<file path="config.mk">
export PLATFORM = sky130hd
export DESIGN_NAME = if_fetch
export DESIGN_NICKNAME = d
export VERILOG_FILES = /design/src/rtl/if_fetch_pkg.sv /design/src/rtl/if_fetch_pc_reg.sv /design/src/rtl/if_fetch.sv
export SDC_FILE = /design/constraint.sdc
export NUM_CORES = 1
export LEC_CHECK = 0
export BUFFER_PORTS_ARGS = -buffer_cell sky130_fd_sc_hd__buf_2
export CORE_MARGIN = 1
export CORE_UTILIZATION = 38
export CTS_CLUSTER_SIZE = 16
export DETAILED_ROUTE_END_ITERATION = 12
export PLACE_DENSITY = 0.75
export SLEW_MARGIN = 20
export SYNTH_ARGS = -nofsm -noshare
export SYNTH_HDL_FRONTEND = slang
export SYNTH_SLANG_ARGS = --single-unit
</file>
<file path="constraint.sdc">
create_clock -name clk -period 2.2 [get_ports clk]
set_input_delay 0.66 -clock clk [delete_from_list [all_inputs] [get_ports clk]]
set_output_delay 0.66 -clock clk [all_outputs]
set_load 0.01 [all_outputs]
</file>
<file path="src/rtl/if_fetch_pkg.sv">
// Shared definitions for the fetch front end: FSM encodings, the default reset PC and NPC op codes.
package if_fetch_pkg;

    localparam int DATA_W = 32;
    localparam logic [DATA_W-1:0] DEFAULT_RESET_PC = 32'h0000_0000;

    typedef enum logic [2:0] {
        ST_IDLE  = 3'd0,
        ST_REQ   = 3'd1,
        ST_WAIT  = 3'd2,
        ST_HOLD  = 3'd3,
        ST_FAULT = 3'd4
    } fetch_state_t;

    typedef enum logic [1:0] {
        NPC_OP_PC4    = 2'd0,
        NPC_OP_BRANCH = 2'd1,
        NPC_OP_JAL    = 2'd2,
        NPC_OP_JALR   = 2'd3
    } npc_op_t;

    // Force a byte address onto a word boundary.
    function automatic logic [DATA_W-1:0] align_word(input logic [DATA_W-1:0] addr);
        return addr & ~32'h3;
    endfunction

endpackage

</file>
<file path="src/rtl/if_fetch_pc_reg.sv">
// Architectural PC register: async-reset to a configurable value, loads only when enabled.
module pc_reg
    import if_fetch_pkg::*;
#(
    parameter logic [DATA_W-1:0] RESET_VAL = DEFAULT_RESET_PC
) (
    input  logic              clk,
    input  logic              reset,
    input  logic              load,
    input  logic [DATA_W-1:0] d,
    output logic [DATA_W-1:0] q
);

    always_ff @(posedge clk or posedge reset) begin
        if (reset) begin
            q <= RESET_VAL;
        end else if (load) begin
            q <= d;
        end
    end

endmodule

</file>
<file path="src/rtl/if_fetch.sv">
// Stallable instruction-fetch stage: one outstanding request, holds the fetched word until decode takes it.
// Optional misaligned-fetch fault enabled by defining IF_MISALIGN_CHECK_EN.
module if_fetch
    import if_fetch_pkg::*;
#(
    parameter logic [DATA_W-1:0] RESET_PC = DEFAULT_RESET_PC
) (
    input  logic              clk,
    input  logic              reset,
    input  logic [DATA_W-1:0] npc_i,
    output logic              imem_req_o,
    output logic [DATA_W-1:0] imem_addr_o,
    input  logic              imem_gnt_i,
    input  logic              imem_rvalid_i,
    input  logic [DATA_W-1:0] imem_rdata_i,
    output logic              inst_valid_o,
    output logic [DATA_W-1:0] inst_o,
    output logic [DATA_W-1:0] pc_o,
    input  logic              inst_ready_i,
    output logic              fault_o
);

    fetch_state_t      state, state_nxt;
    logic              pc_load;
    logic              inst_cap;
    logic [DATA_W-1:0] pc_nxt;
    logic [DATA_W-1:0] inst_q;

    always_ff @(posedge clk or posedge reset) begin
        if (reset) begin
            state <= ST_IDLE;
        end else begin
            state <= state_nxt;
        end
    end

    // Responses and grants are only honoured in the state that expects them,
    // so a response still in flight across a reset is silently dropped.
    always_comb begin
        state_nxt = state;
        pc_load   = 1'b0;
        inst_cap  = 1'b0;
        case (state)
            ST_IDLE: state_nxt = ST_REQ;
            ST_REQ: begin
                if (imem_gnt_i) begin
                    state_nxt = ST_WAIT;
                end
            end
            ST_WAIT: begin
                if (imem_rvalid_i) begin
                    inst_cap  = 1'b1;
                    state_nxt = ST_HOLD;
                end
            end
            ST_HOLD: begin
                if (inst_ready_i) begin
                    pc_load = 1'b1;
`ifdef IF_MISALIGN_CHECK_EN
                    state_nxt = (npc_i[1:0] != 2'b00) ? ST_FAULT : ST_REQ;
`else
                    state_nxt = ST_REQ;
`endif
                end
            end
`ifdef IF_MISALIGN_CHECK_EN
            ST_FAULT: state_nxt = ST_FAULT;
`endif
            default: state_nxt = ST_IDLE;
        endcase
    end

`ifdef IF_MISALIGN_CHECK_EN
    assign pc_nxt = npc_i;
`else
    assign pc_nxt = align_word(npc_i);
`endif

    pc_reg #(
        .RESET_VAL (RESET_PC)
    ) u_pc_reg (
        .clk   (clk),
        .reset (reset),
        .load  (pc_load),
        .d     (pc_nxt),
        .q     (pc_o)
    );

    always_ff @(posedge clk or posedge reset) begin
        if (reset) begin
            inst_q <= '0;
        end else if (inst_cap) begin
            inst_q <= imem_rdata_i;
        end
    end

    assign inst_o       = inst_q;
    assign imem_addr_o  = pc_o;
    assign imem_req_o   = (state == ST_REQ);
    assign inst_valid_o = (state == ST_HOLD);
`ifdef IF_MISALIGN_CHECK_EN
    assign fault_o      = (state == ST_FAULT);
`else
    assign fault_o      = 1'b0;
`endif

endmodule

</file>
# Word level (Yosys, flattened, before mapping)
# Cells that the tools add are included.
[totals]
inputBits = 69
register_bits = 65
word_cells = 19
output_inout_bits = 99
[op_classes]
eq_ne = 6
reduce_logical = 2
mux = 8
[ops]
columns = ["cell", "count"]
rows = [
  ["$pmux W3 S4", 1],
  ["$mux W3", 3],
  ["$eq A3 B2 Y1 const B", 2],
  ["$mux W1", 4],
  ["$ne A2 B1 Y1 const B", 2],
  ["$eq A3 B1 Y1 const B", 1],
  ["$logic_not A3 Y1", 1],
  ["$reduce_and A3 Y1", 1],
  ["$ne A2 B2 Y1 const B", 1],
]

# Logic depth before layout (Yosys ltp)
# Gate-level depths: netlist of the first run.
[logic_depth]
ltp_word = 3
mapped_depth = 5
depth_no_buf = 4

# Hierarchy
# A second synthesis of the first run with hierarchy kept.
[unflattened]
hier_cells = 187
area_unflattened_um2 = 2939.1
[modules_own_cells]
columns = ["module", "seq_area_each_um2", "area_each_um2", "cells_per_inst", "instances"]
rows = [
  ["if_fetch", 850.8, 1590.3, 118, 1],
  ["pc_reg", 800.8, 1348.8, 69, 1],
]

# Worst setup path before layout of the first run
# No wires, ideal clock.
[synth_timing]
path_kind = "input -> register"
from = "in imem_rvalid_i"
to = "reg inst_q[0], in the netlist inst_o[0]"
n_path_buf = 1
setup_ns = 0.125
t_required_ns = 2.075
path_slack_ns = 0.745
arrival_time_ns = 1.331
path_stages = 3
cell_sequence = "nand2_1 -> buf_2 -> mux2_2"
[synth_via]
elab_chain_len = 2
[synth_lines]
columns = ["item", "line_no", "text"]
rows = [
  ["start: declaration", "if_fetch.sv:14", "input logic imem_rvalid_i,"],
  ["$mux W1", "if_fetch.sv:51", "if (imem_rvalid_i) begin"],
  ["$mux W1", "if_fetch.sv:43", "case (state)"],
  ["end signal: assignment", "if_fetch.sv:93", "inst_q <= imem_rdata_i;"],
  ["end: declaration", "if_fetch.sv:27", "logic [DATA_W-1:0] inst_q;"],
]
# No other way between the ends.
# A chain may end at the register's enable or synchronous reset.

# Worst setup path after layout of the first run
[layout_timing]
from = "reg state[1]"
to = "out imem_req_o"
[layout_via]
elab_chain_len = 1
[layout_lines]
columns = ["item", "line_no", "text"]
rows = [
  ["start: declaration", "if_fetch.sv:23", "fetch_state_t state, state_nxt;"],
  ["start signal: assignment", "if_fetch.sv:33", "state <= state_nxt;"],
  ["$eq A3 B1 Y1", "if_fetch.sv:99", "assign imem_req_o = (state == ST_REQ);"],
  ["end: declaration", "if_fetch.sv:11", "output logic imem_req_o,"],
]
# No other way between the ends.

==> results of run 1 <==
tightest hold or removal path, stage by stage:
cell	delay [ps]
buf_2	110
clkinvlp_4	60
buf_4	340
metrics by stage:
step | hold WS (ps) | cell area (µm²) | util (%) | total power, mW
6_report | 427 | 3560 | 52.1 | 5.32
5_1_grt | 447 | 3560 | 52.1 | 5.73
2_1_floorplan | 550 | 2730 | - | 3.84
4_1_cts | 428 | 3560 | 52.1 | 5.42
3_3_place_gp | 483 | 3400 | 49.7 | 4.46
3_5_place_dp | 487 | 3400 | 49.7 | 4.55
placed cells by master, fill, tap and decap left out, drive strengths merged, types with 2 or more instances in the layout:
| master | n |
|---|---|
| mux2i | 2 |
| buf | 164 |
| nand2 | 2 |
| clkinv | 4 |
| clkbuf | 12 |
| conb | 5 |
| dfrtp | 64 |
| mux2 | 62 |
| ha | 4 |
| inv | 5 |
routing by layer:
layer	GRT usage, %	up-vias	wire [µm]
met2	25.9	97	2560
li1	-	852	-
met3	6.38	6	406
met5	0	-	0
met1	14.4	883	2010
met4	4.55	0	59
layout make-up:
class                      instances  share of cell area (%)
clock buffer                      12                    4.08
clock inverter                     4                   0.562
inverter                           6                   0.738
multi-input combinational         76                    22.6
sequential                        64                    45.0
tap                               96                    3.37
timing repair buffer             164                    23.7
power groups by stage:
stage / sequential [mW] / clock [mW] / combinational [mW]
floorplan: 2.42 / 0 / 1.42
global placement: 2.10 / 0 / 2.36
detailed placement: 2.14 / 0 / 2.41
CTS: 2.12 / 0.883 / 2.41
global route: 2.21 / 0.939 / 2.59
finish: 2.11 / 0.844 / 2.37
path summary, 6_finish.rpt:
path,start,end,slack (ps),cells after the start
worst min-delay path,reset,u_pc_reg.q[15]$_DFFE_PP0P_,430,3
worst max register to register,state[0]$_DFFE_PP0P_,u_pc_reg.q[30]$_DFFE_PP0P_,600,4
max in group asynchronous,reset,inst_o[27]$_DFFE_PP0P_,1450,3
worst max-delay path,state[1]$_DFFE_PP0P_,imem_req_o,400,3
min in group clk,inst_o[22]$_DFFE_PP0P_,inst_o[22]$_DFFE_PP0P_,500,1
worst min register to register,inst_o[22]$_DFFE_PP0P_,inst_o[22]$_DFFE_PP0P_,500,1
sequential cells by signal (all words and copies together), names as in the netlist:
register    count
inst_o         32
state           2
u_pc_reg.q     30
logic make-up (layout without fill, tap and decap cells):
| group | Yosys count | after routing | share of synthesized area (%) |
|---|---|---|---|
| fa+ha+maj | 4 | 4 | 1.85 |
| simple gates | 2 | 2 | 0.277 |
| flops | 64 | 64 | 59.2 |
| other cells | 1 | 5 | 0.139 |
| compound gates | 1 | 1 | 0.370 |
| buf+inv | 47 | 186 | 11.7 |
| mux | 64 | 64 | 26.5 |
==> results.md, run 1 <==
* Synth top area cells: dfrtp_1 59%, mux2_2 26%, buf_4 9.7%, ha_1 1.8%, buf_2 1.1%
* Layout fillers at roughly 640
* Most common cell in the netlist: dfrtp_1
* Layout area overhead at 31.6%
* Clock sinks at 64
* Startpoint types: flip-flop
* Mapped Avg Cell Area at 14.8 µm²
* GRT Resource Usage Total at 14.2%
* Placed Cells at 406
* Min-delay worst type: in2async
* H-tree levels at 3
* Int Pwr at 3.46 mW
* Vias per cell at 4.36
* Wire per inst at 11.9 µm
* Root Buffer: clkbuf_8
* Fin. max-slew vios at 0
* RSZ-0062 raised after global routing: no
* TritonCTS buffer count at 9
* Final setup fails at 0
* Register share of total power at 39.7%
* Final hold violation count at 0
* Most used flip-flop cell after synthesis: dfrtp_1
* CTS tree: done
* Achievable frequency at 0.555 GHz
* Critical path required time at 1540 ps
* Post-cts sizing count at 0
* Commonest cells in the netlist: 64 x dfrtp_1, 62 x mux2_2, 35 x buf_4
* Yosys warns at 0
* Comb power frac at 44.5%
* I/O pin count at 168
* CP peak stage delay at 400 ps
* Worst path slowest cell: dfrtp_1
* Crit path max-delay family: flip-flops
* Worst skew pair latency at about 330 ps
* Final period util at 81.9%
* Hpwl dp at 3840 µm
* Antenna diodes at 0
* Critical path arrival at 1140 ps
* Die width at 86.4 µm
* Distinct cells, synth at 10
* 1st-iter DRT viols at 17
* Die Ht at 86.4 µm
* Routed wire length at between 5000 and 6000 µm
* Clock transition at path regs at about 70 ps
* Seq cells post-synth at 64
* Antenna Violating Nets Remaining at 0
* Area taken by multi-input logic gates at 805 µm²
* Setup CP Type: reg2out
* Cts hold-fix bufs at 0
* Layout cells sized above 1 at 73.9%
* Worst slack at placement at 498 ps
* Mapped cell area at 0.00271 mm²
* Core area at a little under 0.007 mm²
* Max Cap Viol at 0
* Number of enable flip-flop cells after synthesis at 0
* Starting Density at 39.6%
* Top cell type's share of synthesized area at roughly three fifths
* CP cell instances: inv_1 -> ha_1 -> buf_2
* Peak supply drop at 0.000627 V
* Post-Route Setup TNS at 0 ps
* Power per Cell Area at 1490 mW/mm²
* Pre-Repair DR Iteration Count at 4
* CP endpoint kind: primary output
* Clk_skew at 5.84 ps
* Die footprint at 0.00746 mm²
* Post-synthesis cell count at 183
* Rows at 30
* PnR worst setup slack at 399 ps
* Net switching power at 1.86 mW
* Switching Fraction at 35.0%
* P_leak at 1.88 nW
* # DRC at 0
* Clock Tree Buf Depth at 2
* PortBufs at 160
* Initial antenna violation count at 0
* Minimum clock period at about 1800 ps
* Max_slew headroom at 66.6%
* Vias in the first global route at 1755
* Clk network pwr share at between 10% and 20%
* Register area share after synthesis at 59.2%
* Post-synth top area cell: dfrtp_1
* Vias at between 1.5k and 2k
* Global route total overflow at 0
* Worst-Margin Slew at 501 ps
* First-pass GRT wire length at 7950 µm
* Status: completed
* CP Buf/Inv Count at 2
* Pin count of the biggest net entering global routing at 35
* Post-Layout Cell Count at 422
* Nets@finish at 394
* Post-CTS Setup Repair Bufs at 0
* Gpl congestion at roughly 0.70
* Post-synth ARST share at 100%
* Register area at 0.00160 mm²
* CP max FO at 3
Note: power is estimated with default switching activity, not from simulation.
==> run 2, diff against run 1 <==
Settings changed: ABC_AREA from default to 1, CORE_UTILIZATION 38 to 44, PLACE_DENSITY 0.75 to 0.81.
Clock period 2.2 ns to 1.7 ns, I/O delays scaled along.
==> run 2 against run 1 <==
Compared with the run above: critical path depth did not move; clock skew is 4.4 ps higher; sequential share of layout area decreased by 2.1 points; count of clock-buffer cells in the layout up 1; clock power up 54%; utilization is 6.8 points higher; die area down 7.7%.
==> results.md, run 2 <==
* Final hold violation count at 0 (unchanged)
* Distinct cells, synth at 10 (unchanged)
* Post-synthesis cell count at 330 (+80%)
* Most used flip-flop cell after synthesis: dfrtp_1
* CP startpoint: state[1]$_DFFE_PP0P_
* PortBufs at 160 (unchanged)
* Final period util at 96.8%
* CP peak stage delay at 460 ps (+60 ps)
* Clk network pwr share at 18.6% (+2.7 points)
* Wire per inst at 12.4 µm (+4.1%)
* Switching Fraction at 39.7% (+4.8 points)
* Comb power frac at 42.9% (-1.6 points)
* Setup crit end: imem_req_o
* Hpwl dp at 4850 µm (+26%)
* Nets@finish at 533 (+35%)
* Pin count of the biggest net entering global routing at 65 (+86%)
* Compound-Gate Fraction of Synth Area at 0% (-0.37 points)
* Crit path max-delay family: flip-flops
* CP Depth at 3 (unchanged)
* Reg-to-reg critical path startpoint: state[0]$_DFFE_PP0P_
* TritonCTS buffer count at 9 (unchanged)
* Post-Synth XOR/XNOR Area at 0% (unchanged)
* Mapped cell area at 0.00289 mm² (+6.6%)
* CP cell instances: inv_2 -> ha_2 -> buf_6
* Commonest cells in the netlist: 132 x nand2_1, 64 x dfrtp_1, 63 x nand3_1
* Worst slack at placement at 147 ps (-351 ps)
* Yosys warns at 0 (unchanged)
* Routed wire length at 6740 µm (+34%)
* Seq cells post-synth at 64 (unchanged)
* Die width at 83.0 µm (-4.0%)
* Final setup fails at 0 (unchanged)
* Top cell type's share of synthesized area at 55.5% (-3.7 points)
* Vias per cell at 4.73 (+8.7%)
* Min-delay worst type: in2async
* Synth top area cells: dfrtp_1 56%, nand2_1 17%, nand3_1 11%, buf_4 9.9%, buf_2 2.9%
* Clock transition at path regs at 70 ps (about the same)
* Net switching power at 2.78 mW (+49%)
* Minimum clock period at roughly 1600 ps
* Antenna diodes at 0 (unchanged)
* Post-CTS Setup Repair Bufs at 0 (unchanged)
* Fin. max-slew vios at 0 (unchanged)
* CP Buf/Inv Count at 2 (unchanged)
* CTS tree: done
* Power per Cell Area at 1870 mW/mm² (+25%)
* Vias in the first global route at 2515 (+43%)
* Initial antenna violation count at 0 (unchanged)
* Max Cap Viol at 0 (unchanged)
* CP endpoint kind: primary output
* Vias at 2566 (+40%)
* Antenna Violating Nets Remaining at 0 (unchanged)
* Peak supply drop at 0.000981 V (+56%)
* Gpl congestion at 0.776 (+11%)
* Largest family of logic cells by synthesized area: simple AND/OR/NAND/NOR gates
* Mapped Avg Cell Area at 8.74 µm² (-41%)
* Pre-Repair DR Iteration Count at 5 (+1)
* Core area at 0.00635 mm² (-7.1%)
* Clock Tree Buf Depth at 2 (unchanged)
* PnR worst setup slack at 55.0 ps (-344 ps)
* Max_slew headroom at 61.5% (-5.1 points)
* Post-Synth Adder-Cell Area at 1.73% (-0.11 points)
* FF-to-FF path depth at 7 (+3)
* Most frequent cells in the layout: 159 x buf_2, 132 x nand2_1, 63 x nand3_1
* Placed Cells at 526 (+30%)
* Startpoint types: flip-flop
* Int Pwr at 4.21 mW (+22%)
* Reg2reg end: state[0]$_DFFE_PP0P_
* Most common cell in the netlist: nand2_1
* Global route total overflow at 0 (unchanged)
* Clock sinks at 64 (unchanged)
* Number of enable flip-flop cells after synthesis at 0 (unchanged)
* Post-synthesis mux area share at 0% (-27 points)
* Setup CP Type: reg2out
* Die footprint at 0.00688 mm² (-7.7%)
* Clk_skew at 10.2 ps (+4.35 ps)
* Critical path required time at 1190 ps (-350 ps)
* Critical path arrival at 1130 ps (about the same)
* H-tree levels at 3 (unchanged)
* Synth Area in Simple Gates at 28.8% (+28 points)
* Post-Route Setup TNS at 0 ps (unchanged)
* Post-Layout Cell Count at 542 (+28%)
* Layout cells sized above 1 at 41.1% (-33 points)
* Status: completed
* Register area share after synthesis at 55.5% (-3.7 points)
* Commonest non-fill, non-tap cell in the layout: buf_2
* Max reg flops at 32 (unchanged)
* Layout area overhead at 29.7%
* Die Ht at 83.0 µm (-4.0%)
* Register share of total power at 38.4% (-1.3 points)
* P_leak at 2.27 nW (+21%)
* Post-synth top area cell: dfrtp_1
* Worst path slowest cell: dfrtp_2
* RSZ-0062 raised after global routing: yes
* Rows at 29 (-3.3%)
* Post-synth ARST share at 100% (unchanged)
* CP max FO at 4 (+1)
* 1st-iter DRT viols at 84 (+67)
* GRT Resource Usage Total at 20.9% (+6.7 points)
* I/O pin count at 168 (unchanged)
* Worst skew pair latency at 330 ps (about the same)
* First-pass GRT wire length at 11500 µm (+44%)
* Root Buffer: clkbuf_8
* # DRC at 0 (unchanged)
* Starting Density at 45.4% (+5.8 points)
* Achievable frequency at 0.608 GHz
* Reg-to-reg slack, setup at 210 ps (-390 ps)
* Worst-Margin Slew at 575 ps (+74.0 ps)
## run 2: cell count changes in the layout (fill, tap and decap cells not counted), sizes merged, moves of 2 or more
cell    delta
mux2i      -2
nand3     +63
nand2    +131
buf        +6
mux2      -62
clkinv     -2
inv        +2
nand4      +2
## run 2: how the worst min path moves through the flow
stage | end | slack [ps] | cells past startpoint
after floorplan | state[1]$_DFFE_PP0P_ | 500 | 2
after global placement | inst_o[19]$_DFFE_PP0P_ | 450 | 2
after detailed placement | inst_o[15]$_DFFE_PP0P_ | 450 | 2
after CTS | u_pc_reg.q[9]$_DFFE_PP0P_ | 260 | 3
after global routing | u_pc_reg.q[14]$_DFFE_PP0P_ | 280 | 3
final | u_pc_reg.q[9]$_DFFE_PP0P_ | 260 | 3
## run 2: routing by layer
| metal | GRT usage, % | share of wire (%) | vias to the layer above |
|---|---|---|---|
| met3 | 6.46 | 8.2 | 10 |
| met2 | 34.7 | 47 | 130 |
| li1 | - | - | 1257 |
| met4 | 9.25 | 1.4 | 0 |
| met5 | 0 | 0 | - |
| met1 | 24.9 | 43 | 1169 |
## run 2: what timing repair did
action                                  4_1_cts  5_1_grt
endpoints found under the setup margin        1        9
hold buffers                                  0        0
resized for setup                             5        2
pin swaps                                     0        0
cloned                                        0        0
## run 2: cells by family after synthesis
| group | after synthesis |
|---|---|
| fa+ha+maj | 4 |
| simple gates | 198 |
| flops | 64 |
| buf+inv | 63 |
| other cells | 1 |
## run 2: cell type report
class | count | area (µm²)
fill | 564 | 2610
sequential | 64 | 1600
multi-input combinational | 207 | 913
timing repair buffer | 170 | 895
clock buffer | 13 | 159
tap | 77 | 96.3
clock inverter | 3 | 40.0
inverter | 8 | 33.8
## run 2: worst reg2reg max path: cells and delay by family, from the launching register on
kind / cells / cell delay (ps)
adders and majority gates: 1 / 210
buffers and inverters: 2 / 350
DFF: 1 / 460
and+or+nand+nor: 4 / 410
## run 2: per-stage QoR
stage / power, mW / util, % / cell area (µm²) / hold WS [ps]
floorplan: 4.76 / - / 2900 / 499
global placement: 5.59 / 55.4 / 3520 / 449
detailed placement: 5.70 / 55.4 / 3520 / 454
CTS: 7.07 / 58.8 / 3730 / 255
global route: 7.55 / 58.9 / 3740 / 280
finish: 6.99 / 58.9 / 3740 / 262
## run 2: power groups by stage
| stage | combinational (mW) | sequential (mW) | clock [mW] |
|---|---|---|---|
| 3_3_place_gp | 2.95 | 2.64 | 0 |
| 2_1_floorplan | 1.78 | 2.98 | 0 |
| 5_1_grt | 3.36 | 2.79 | 1.40 |
| 6_report | 3.00 | 2.69 | 1.30 |
| 3_5_place_dp | 3.02 | 2.68 | 0 |
| 4_1_cts | 3.04 | 2.69 | 1.34 |
==> run 3, diff against run 2 <==
Settings changed: MAX_ROUTING_LAYER from default to met4.
==> run 3 against run 2 <==
Compared with the run above: clock power is essentially flat; die area is the same; clock skew is essentially flat; sequential share of layout area is the same; first-iteration DRC count shrank 1.2%; combinational power is essentially flat; fmax shrank 0.17%; count of clock-buffer cells in the layout is the same; power is essentially flat; global-route usage grew 0.63 points; register-to-register slack is essentially flat; highest routed layer unchanged.
==> results.md, run 3 (same netlist as run 2, synthesis figures left out) <==
* Initial antenna violation count at 0 (unchanged)
* First-pass GRT wire length at 11500 µm (unchanged)
* CP cell instances: inv_2 -> ha_2 -> buf_6
* Global route total overflow at 0 (unchanged)
* GRT Resource Usage Total at 21.5% (+0.63 points)
* TritonCTS buffer count at 9 (unchanged)
* Final setup fails at 0 (unchanged)
* Final period util at 96.9% (+0.16 points)
* Critical path arrival at 1140 ps (about the same)
* Power per Cell Area at 1870 mW/mm² (about the same)
* Layout area overhead at 29.7% (unchanged)
* Clock sinks at 64 (unchanged)
* Util after Layout at 58.9% (unchanged)
* Reg-to-reg slack, setup at 210 ps (about the same)
* Pin count of the biggest net entering global routing at 65 (unchanged)
* Clk_skew at 10.2 ps (+0.0326 ps)
* CP max FO at 4 (unchanged)
* # DRC at 0 (unchanged)
* Worst-Margin Slew at 577 ps (+1.72 ps)
* Min-delay worst type: in2async
* Vias per cell at 4.70 (-0.62%)
* Max_slew headroom at 61.4% (-0.11 points)
* Hpwl dp at 4850 µm (unchanged)
* Routed wire length at 6710 µm (-0.50%)
* Layout cells sized above 1 at 41.1% (unchanged)
* Max Cap Viol at 0 (unchanged)
* 1st-iter DRT viols at 83 (-1.2%)
* CP Buf/Inv Count at 2 (unchanged)
* FF-to-FF path depth at 7 (unchanged)
* Setup CP Type: reg2out
* CTS tree: done
* Rows at 29 (unchanged)
* Clock transition at path regs at 70 ps (about the same)
* Vias at 2550 (-0.62%)
* Peak supply drop at 0.000982 V (about the same)
* Post-CTS Setup Repair Bufs at 0 (unchanged)
* P_leak at 2.27 nW (unchanged)
* Pre-Repair DR Iteration Count at 4 (-1)
* Starting Density at 45.4% (unchanged)
* Die width at 83.0 µm (unchanged)
* PortBufs at 160 (unchanged)
* Die footprint at 0.00688 mm² (unchanged)
* Vias in the first global route at 2515 (unchanged)
* Reg-to-reg critical path startpoint: state[0]$_DFFE_PP0P_
* Max reg flops at 32 (unchanged)
* Antenna diodes at 0 (unchanged)
* CP endpoint kind: primary output
* PnR worst setup slack at 52.3 ps (-2.75 ps)
* Core area at 0.00635 mm² (unchanged)
* Root Buffer: clkbuf_8
* Nets@finish at 533 (unchanged)
* I/O pin count at 168 (unchanged)
* Die Ht at 83.0 µm (unchanged)
* H-tree levels at 3 (unchanged)
* Status: completed
* Commonest non-fill, non-tap cell in the layout: buf_2
* Worst slack at placement at 147 ps (unchanged)
* Wire per inst at 12.4 µm (-0.50%)
* Reg2reg end: state[0]$_DFFE_PP0P_
* Clock Tree Buf Depth at 2 (unchanged)
* Most frequent cells in the layout: 159 x buf_2, 132 x nand2_1, 63 x nand3_1
* CP peak stage delay at 460 ps (about the same)
* Achievable frequency at 0.607 GHz (-0.17%)
* Startpoint types: flip-flop
* Worst skew pair latency at 330 ps (about the same)
* Fin. max-slew vios at 0 (unchanged)
* Critical path required time at 1190 ps (about the same)
* Cts hold-fix bufs at 0 (unchanged)
* Gpl congestion at 0.786 (+1.4%)
* Antenna Violating Nets Remaining at 0 (unchanged)
* Minimum clock period at 1650 ps (+2.75 ps)
* Crit path max-delay family: flip-flops
* Worst path slowest cell: dfrtp_2
* Final hold violation count at 0 (unchanged)
* RSZ-0062 raised after global routing: yes
run 3: how the worst max path moves through the flow:
stage,startpoint,to,slack (ps),cells after the start
4_1_cts,state[0]$_DFFE_PP0P_,inst_valid_o,-1,2
3_5_place_dp,state[0]$_DFFE_PP0P_,state[1]$_DFFE_PP0P_,150,6
2_1_floorplan,reset,inst_o[0]$_DFFE_PP0P_,500,1
6_report,state[1]$_DFFE_PP0P_,imem_req_o,50,3
3_3_place_gp,state[0]$_DFFE_PP0P_,state[0]$_DFFE_PP0P_,220,6
5_1_grt,state[1]$_DFFE_PP0P_,imem_req_o,-20,3
run 3: metal layers:
| layer | up-vias | wire length (µm) | global-route usage (%) |
|---|---|---|---|
| li1 | 1257 | - | - |
| met1 | 1156 | 2880 | 25.4 |
| met2 | 126 | 3190 | 34.7 |
| met3 | 11 | 528 | 5.67 |
| met4 | 0 | 111 | 9.25 |
| met5 | - | 0 | - |
run 3: worst reg2reg max path: cells and delay by family, from the launching register on:
kind,cells,cell delay [ps]
adder cells (fa/ha/maj),1,220
buffers and inverters,2,360
flip-flops,1,460
AND/OR/NAND/NOR,4,410
run 3: per-stage QoR:
stage | total power [mW] | TNS, ps | hold slack [ps] | cells | cell area, µm²
finish | 6.99 | 0 | 260 | 542 | 3740
CTS | 7.07 | -1.12 | 255 | 542 | 3730
floorplan | 4.76 | 0 | 499 | 334 | 2900
global route | 7.55 | -17.5 | 280 | 542 | 3740
global placement | 5.59 | 0 | 449 | 526 | 3520
detailed placement | 5.70 | 0 | 454 | 526 | 3520
run 3: final cells by class:
class / count / area, µm²
Tap cell: 77 / 96.3
Timing Repair Buffer: 170 / 895
Sequential cell: 64 / 1600
Inverter: 8 / 33.8
Fill cell: 564 / 2610
Multi-Input combinational cell: 207 / 913
Clock inverter: 3 / 40.0
Clock buffer: 13 / 159
run 3: power by group:
part | leakage, nW | switching, mW | internal (mW)
registers | 0.800 | 0.456 | 2.23
clock network | 0.103 | 0.554 | 0.754
logic | 1.37 | 1.77 | 1.23
run 3: repair_timing:
item | 4_1_cts | 5_1_grt
setup endpoints to repair | 1 | 10
endpoints found under the hold margin | 0 | 0
gates cloned | 0 | 0
gates resized for setup | 5 | 2
